===== src/rtl/weight_stationary_systolic_array.sv =====
// Weight-stationary systolic matrix-vector engine with double-buffered weights,
// internal input skew / output deskew and a valid-tagged fixed-latency pipeline.
module weight_stationary_systolic_array #(
    parameter int DATA_WIDTH = 8,
    parameter int ROWS       = 4,
    parameter int COLUMNS    = 4,
    parameter int ACC_WIDTH  = 2*DATA_WIDTH+$clog2(ROWS)+1
) (
    input  logic                           clk,
    input  logic                           rst,
    input  logic [ROWS*DATA_WIDTH-1:0]     data_in,
    input  logic                           data_valid,
    input  logic [COLUMNS*DATA_WIDTH-1:0]  weight_in,
    input  logic                           weight_valid,
    output logic                           weight_ready,
    input  logic                           weight_swap,
    input  logic                           signed_mode,
    output logic                           swap_ready,
    output logic                           busy,
    output logic [COLUMNS*ACC_WIDTH-1:0]   result,
    output logic                           result_valid
);
    localparam int LAT   = ROWS + COLUMNS - 1;
    localparam int PTR_W = (ROWS > 1) ? $clog2(ROWS) : 1;
    localparam int CNT_W = $clog2(LAT + 2);
    localparam int EXT_W = ACC_WIDTH - DATA_WIDTH;

    logic [DATA_WIDTH-1:0] shadow_w [ROWS][COLUMNS];
    logic [DATA_WIDTH-1:0] active_w [ROWS][COLUMNS];
    logic [PTR_W-1:0]      ptr;
    logic                  shadow_full;
    logic                  mode_q;
    logic                  mode_use;
    logic                  load_fire;
    logic                  swap_fire;
    logic [LAT-1:0]        vld;
    logic [CNT_W-1:0]      inflight;

    logic [DATA_WIDTH-1:0] a_pass [ROWS][COLUMNS];
    logic [ACC_WIDTH-1:0]  p_out  [ROWS][COLUMNS];
    logic [ACC_WIDTH-1:0]  col_out [COLUMNS];

    assign weight_ready = !shadow_full;
    assign busy         = inflight != '0;
    assign swap_ready   = shadow_full && !busy;
    assign load_fire    = weight_valid && weight_ready;
    assign swap_fire    = weight_swap && swap_ready;
    // A beat accepted on the swap edge must already see the new mode/weights
    assign mode_use     = swap_fire ? signed_mode : mode_q;

    always_ff @(posedge clk or posedge rst) begin
        if (rst) begin
            for (int r = 0; r < ROWS; r++) begin
                for (int c = 0; c < COLUMNS; c++) begin
                    shadow_w[r][c] <= '0;
                    active_w[r][c] <= '0;
                end
            end
            ptr         <= '0;
            shadow_full <= 1'b0;
            mode_q      <= 1'b0;
        end else begin
            if (load_fire) begin
                for (int c = 0; c < COLUMNS; c++) begin
                    shadow_w[ptr][c] <= weight_in[c*DATA_WIDTH +: DATA_WIDTH];
                end
                if (ptr == PTR_W'(ROWS - 1)) begin
                    ptr         <= '0;
                    shadow_full <= 1'b1;
                end else begin
                    ptr <= ptr + PTR_W'(1);
                end
            end
            if (swap_fire) begin
                active_w    <= shadow_w;
                mode_q      <= signed_mode;
                shadow_full <= 1'b0;
            end
        end
    end

    // Row r sees its element r cycles late so wavefronts line up diagonally
    for (genvar r = 0; r < ROWS; r++) begin : g_skew
        if (r == 0) begin : g_pass
            assign a_pass[r][0] = data_in[0 +: DATA_WIDTH];
        end else begin : g_dly
            logic [DATA_WIDTH-1:0] sr [r];
            always_ff @(posedge clk) begin
                sr[0] <= data_in[r*DATA_WIDTH +: DATA_WIDTH];
                for (int k = 1; k < r; k++) begin
                    sr[k] <= sr[k-1];
                end
            end
            assign a_pass[r][0] = sr[r-1];
        end
    end

    for (genvar r = 0; r < ROWS; r++) begin : g_row
        for (genvar c = 0; c < COLUMNS; c++) begin : g_pe
            logic [DATA_WIDTH-1:0] w;
            logic [ACC_WIDTH-1:0]  ea;
            logic [ACC_WIDTH-1:0]  ew;
            logic [ACC_WIDTH-1:0]  p_in;
            logic [ACC_WIDTH-1:0]  ps_q;

            assign w  = swap_fire ? shadow_w[r][c] : active_w[r][c];
            assign ea = {{EXT_W{mode_use & a_pass[r][c][DATA_WIDTH-1]}},
                         a_pass[r][c]};
            assign ew = {{EXT_W{mode_use & w[DATA_WIDTH-1]}}, w};

            if (r == 0) begin : g_top
                assign p_in = '0;
            end else begin : g_mid
                assign p_in = p_out[r-1][c];
            end

            always_ff @(posedge clk) begin
                ps_q <= p_in + ea * ew;
            end
            assign p_out[r][c] = ps_q;

            if (c < COLUMNS - 1) begin : g_fwd
                logic [DATA_WIDTH-1:0] a_q;
                always_ff @(posedge clk) begin
                    a_q <= a_pass[r][c];
                end
                assign a_pass[r][c+1] = a_q;
            end
        end
    end

    // Earlier columns finish first; delay them to meet the last column
    for (genvar c = 0; c < COLUMNS; c++) begin : g_deskew
        localparam int D = COLUMNS - 1 - c;
        if (D == 0) begin : g_none
            assign col_out[c] = p_out[ROWS-1][c];
        end else begin : g_dly
            logic [ACC_WIDTH-1:0] dq [D];
            always_ff @(posedge clk) begin
                dq[0] <= p_out[ROWS-1][c];
                for (int k = 1; k < D; k++) begin
                    dq[k] <= dq[k-1];
                end
            end
            assign col_out[c] = dq[D-1];
        end
    end

    always_ff @(posedge clk or posedge rst) begin
        if (rst) begin
            vld          <= '0;
            inflight     <= '0;
            result_valid <= 1'b0;
            result       <= '0;
        end else begin
            vld          <= LAT'({vld, data_valid});
            result_valid <= vld[LAT-1];
            if (vld[LAT-1]) begin
                for (int c = 0; c < COLUMNS; c++) begin
                    result[c*ACC_WIDTH +: ACC_WIDTH] <= col_out[c];
                end
            end
            unique case ({data_valid, vld[LAT-1]})
                2'b10:   inflight <= inflight + CNT_W'(1);
                2'b01:   inflight <= inflight - CNT_W'(1);
                default: inflight <= inflight;
            endcase
        end
    end

endmodule


===== config.mk =====
export PLATFORM = sky130hd
export DESIGN_NAME = weight_stationary_systolic_array
export DESIGN_NICKNAME = d
export VERILOG_FILES = /design/src/rtl/weight_stationary_systolic_array.sv
export SDC_FILE = /design/constraint.sdc
export NUM_CORES = 2
export LEC_CHECK = 0
export ABC_AREA = 1
export BUFFER_PORTS_ARGS = -buffer_cell sky130_fd_sc_hd__buf_2
export CORE_MARGIN = 1.5
export CORE_UTILIZATION = 70
export DETAILED_ROUTE_END_ITERATION = 16
export PLACE_DENSITY = 0.83
export RECOVER_POWER = 50
export SLEW_MARGIN = 10
export SYNTH_ARGS = -nofsm -noshare
export SYNTH_HDL_FRONTEND = slang
export SYNTH_SLANG_ARGS = --single-unit

===== constraint.sdc =====
create_clock -name clk -period 36.6 [get_ports clk]
set_input_delay 7.32 -clock clk [delete_from_list [all_inputs] [get_ports clk]]
set_output_delay 7.32 -clock clk [all_outputs]
set_load 0.1 [all_outputs]

==> results.cfg <==
[status]
status = finished with violations
violations = capacitance limit, slew limit

[place]
pre_cts_ws_ps = 20750
gp_congestion = 0.952
io_buffer_count = 149
dp_hpwl_mm = 159

[hold_path]
holdPathStages = 0
min_to = g_deskew[1].g_dly.dq[1][17]
hp-start = g_deskew[1].g_dly.dq[0][17]
hold_path.class = register to register

[yosys]
ys_seq_elements = 906
ys_types = 45
synth_largest_area_cell = fa_1
synth_fa_ha_area_share_pct = 41.1
synthXorXnorAreaFrac_pct = 3.92
yosysTopAreaCellShare_pct = 28.8
yosysWarnings = 0
synth-simple-area-share_pct = 14.9
syn_avg_cell_area_um2 = 8.92
async_reset_ff_share_pct = 38.4
synth.net_count = 11400
synth_mux_area_share_pct = 1.03
synth_edf_count = 0
synthCells = 9327
synth-main-ff-cell = dfxtp_1
ys_seq_area_share_pct = 23.9
synth_compound_area_share_pct = 5.86
synth_top_family_by_area = adder cells
ys_top_cells_by_area = fa_1, dfxtp_1, ha_1, dfrtp_1, inv_1
synthesis.area_um2 = 83200

[timing]
hold_slack_ps = 309
fin_ws_ps = 21350
maxSlewHeadroom_pct = -158
fin_skew_ps = 28.9
setup_tns_ps = 0
hold_violations = 0
grt_setup_unrepaired = no
finalCritPeriodShare_pct = 41.7
timing.fmax_mhz = 65.6
layout_min_cycle_time_ps = 15250
setup_viol = 0
slew_viol_final = 619
worst_pin_slew_ps = 3870

[clock_tree]
post_cts_buffers = 0
cts_root_buffer = clkbuf_16
clkTransAtPathRegs_ps = 60
ctsResizeCount = 0
cts_tree = yes
clockBufferDepth = 3
cts_buffers = 100
clk_latency_ps = 740
htree_num_levels = 3
clock-sinks = 906
hold_buffers = 0

[global_route]
grt_pass1_vias = 64400
grt_pass1_wl_mm = 321
grt_use_total_pct = 33.3
antenna_found_initial = 3
grt-ovfl-total = 0
grt_max_degree = 93

[worst_setup_path]
regToRegSetupSlack_ps = 26810
cpMostUsedCell = inv_1
slowest_delay_ps = 910
timing.rr.start = shadow_full
slowest_stage = clkinv_2
crit_type = primary input to register
worstPathRequired_ps = 37230
reg2reg_to = g_row[3].g_pe[2].ps_q[18]
setup.worst_path.end_class = register
worstRegToRegCells = 38
arrival_ps = 15880
cp_max_fo = 92
cp-start-kind = primary input

[routing]
routed_wl_mm = 196
wl_per_cell_um = 17.6
viasPerCell = 5.57
initialDrtViolationCount = 4679
ant_nets = 0
vias = 62100
drc_errors = 0
drt_pre_antenna_iters = 6

[floorplanning]
start_util_pct = 70.5
die_y_um = 348
io_pins = 150
rows = 126
core_um2 = 118000
die_area_um2 = 121000
die_w_um = 348

[final_layout]
syn2layout_area_growth_pct = 7.25
layout_common_cells = inv_1, nand2_1, fa_1
final_common_cell = inv_1
nets = 11600
final_util_pct = 75.6
drive_gt1_share_pct = 6.81
nFillCells = 8455

[flow_run]
maxCapViolCount = 10
-- synth_stat cells (19+ instances only) --
| cell type | count |
|---|---|
| inv_2 | 49 |
| clkbuf_1 | 46 |
| o21ai_0 | 300 |
| inv_1 | 1903 |
| dfxtp_1 | 558 |
| fa_1 | 1197 |
| ha_1 | 815 |
| nor2_1 | 845 |
| mux2_2 | 76 |
| clkinv_1 | 19 |
| a21o_1 | 46 |
| a21oi_1 | 314 |
| xnor2_1 | 134 |
| nand4_1 | 41 |
| o21bai_1 | 38 |
| nor2_2 | 21 |
| nand3_1 | 252 |
| or2_2 | 137 |
| nor3_1 | 24 |
| o21ai_2 | 51 |
| o21ai_1 | 26 |
| dfrtp_1 | 348 |
| nand2_1 | 1715 |
| xor2_1 | 238 |
| a31oi_1 | 31 |
-- layout make-up --
class	instances	area (um2)	area share, %
Tap cell	1536	1920	2.15
Sequential cell	906	19900	22.3
Antenna cell	8	20.0	0.0224
Clock inverter	62	851	0.954
Multi-Input combinational cell	6378	55600	62.3
Timing Repair Buffer	158	782	0.877
Inverter	1971	7400	8.30
Clock buffer	128	2750	3.08
-- through the flow --
step                std cells  cell area, um2
floorplan                9327           83200
global placement        10900           85600
detailed placement      10900           85600
CTS                     11100           89200
global route            11100           89200
finish                  11100           89200
-- state kept, by name, indices dropped and copies added, names as in the netlist --
| name | count |
|---|---|
| g_row.g_pe.ps_q | 300 |
| active_w | 128 |
| shadow_w | 128 |
| g_deskew.g_dly.dq | 114 |
| g_row.g_pe.g_fwd.a_q | 96 |
| result | 76 |
| g_skew.g_dly.sr | 48 |
| vld | 7 |
| inflight | 4 |
| ptr | 2 |
| mode_q | 1 |
| result_valid | 1 |
| shadow_full | 1 |
-- worst max-delay path, delay by kind of cell --
family	cells	cell delay (ps)
buffers and inverters	13	2420
adder cells (fa/ha/maj)	7	3230
AND/OR/NAND/NOR	15	2210
AO/OA/AOI/OAI	2	570
-- worst max path at each step --
| stage | slack, ps | from | cells past startpoint | to |
|---|---|---|---|---|
| after floorplan | 19630 | rst | 1 | active_w[0] |
| after global placement | 21040 | weight_swap | 37 | g_row[3].g_pe[2].ps_q[18] |
| after detailed placement | 20750 | weight_swap | 37 | g_row[3].g_pe[2].ps_q[18] |
| after CTS | 21540 | weight_swap | 37 | g_row[3].g_pe[2].ps_q[18] |
| after global routing | 20750 | weight_swap | 37 | g_row[3].g_pe[2].ps_q[18] |
| final | 21350 | weight_swap | 37 | g_row[3].g_pe[2].ps_q[18] |
-- routing by layer --
layer | share of wire [%] | global-route usage, % | up-vias
met5 | 0 | 0 | -
met4 | 2.8 | 10.2 | 0
met3 | 8.0 | 6.24 | 419
met2 | 47 | 54.9 | 2253
met1 | 42 | 44.8 | 30600
li1 | - | - | 28800
-- cells by family (layout without fill, tap and decap cells) --
family                     count (synthesis)  after routing
DFF                                      906            906
and+or+nand+nor                         3062           3062
xor gates and xnor gates                 372            372
other                                      0              8
adders and majority gates               2012           2012
AOI/OAI and AO/OA                        856            856
muxes                                     76             76
buffers and inverters                   2043           2319
Power is not shown: default switching activity piles up to over one toggle a cycle in this logic, so the estimate is an artifact.
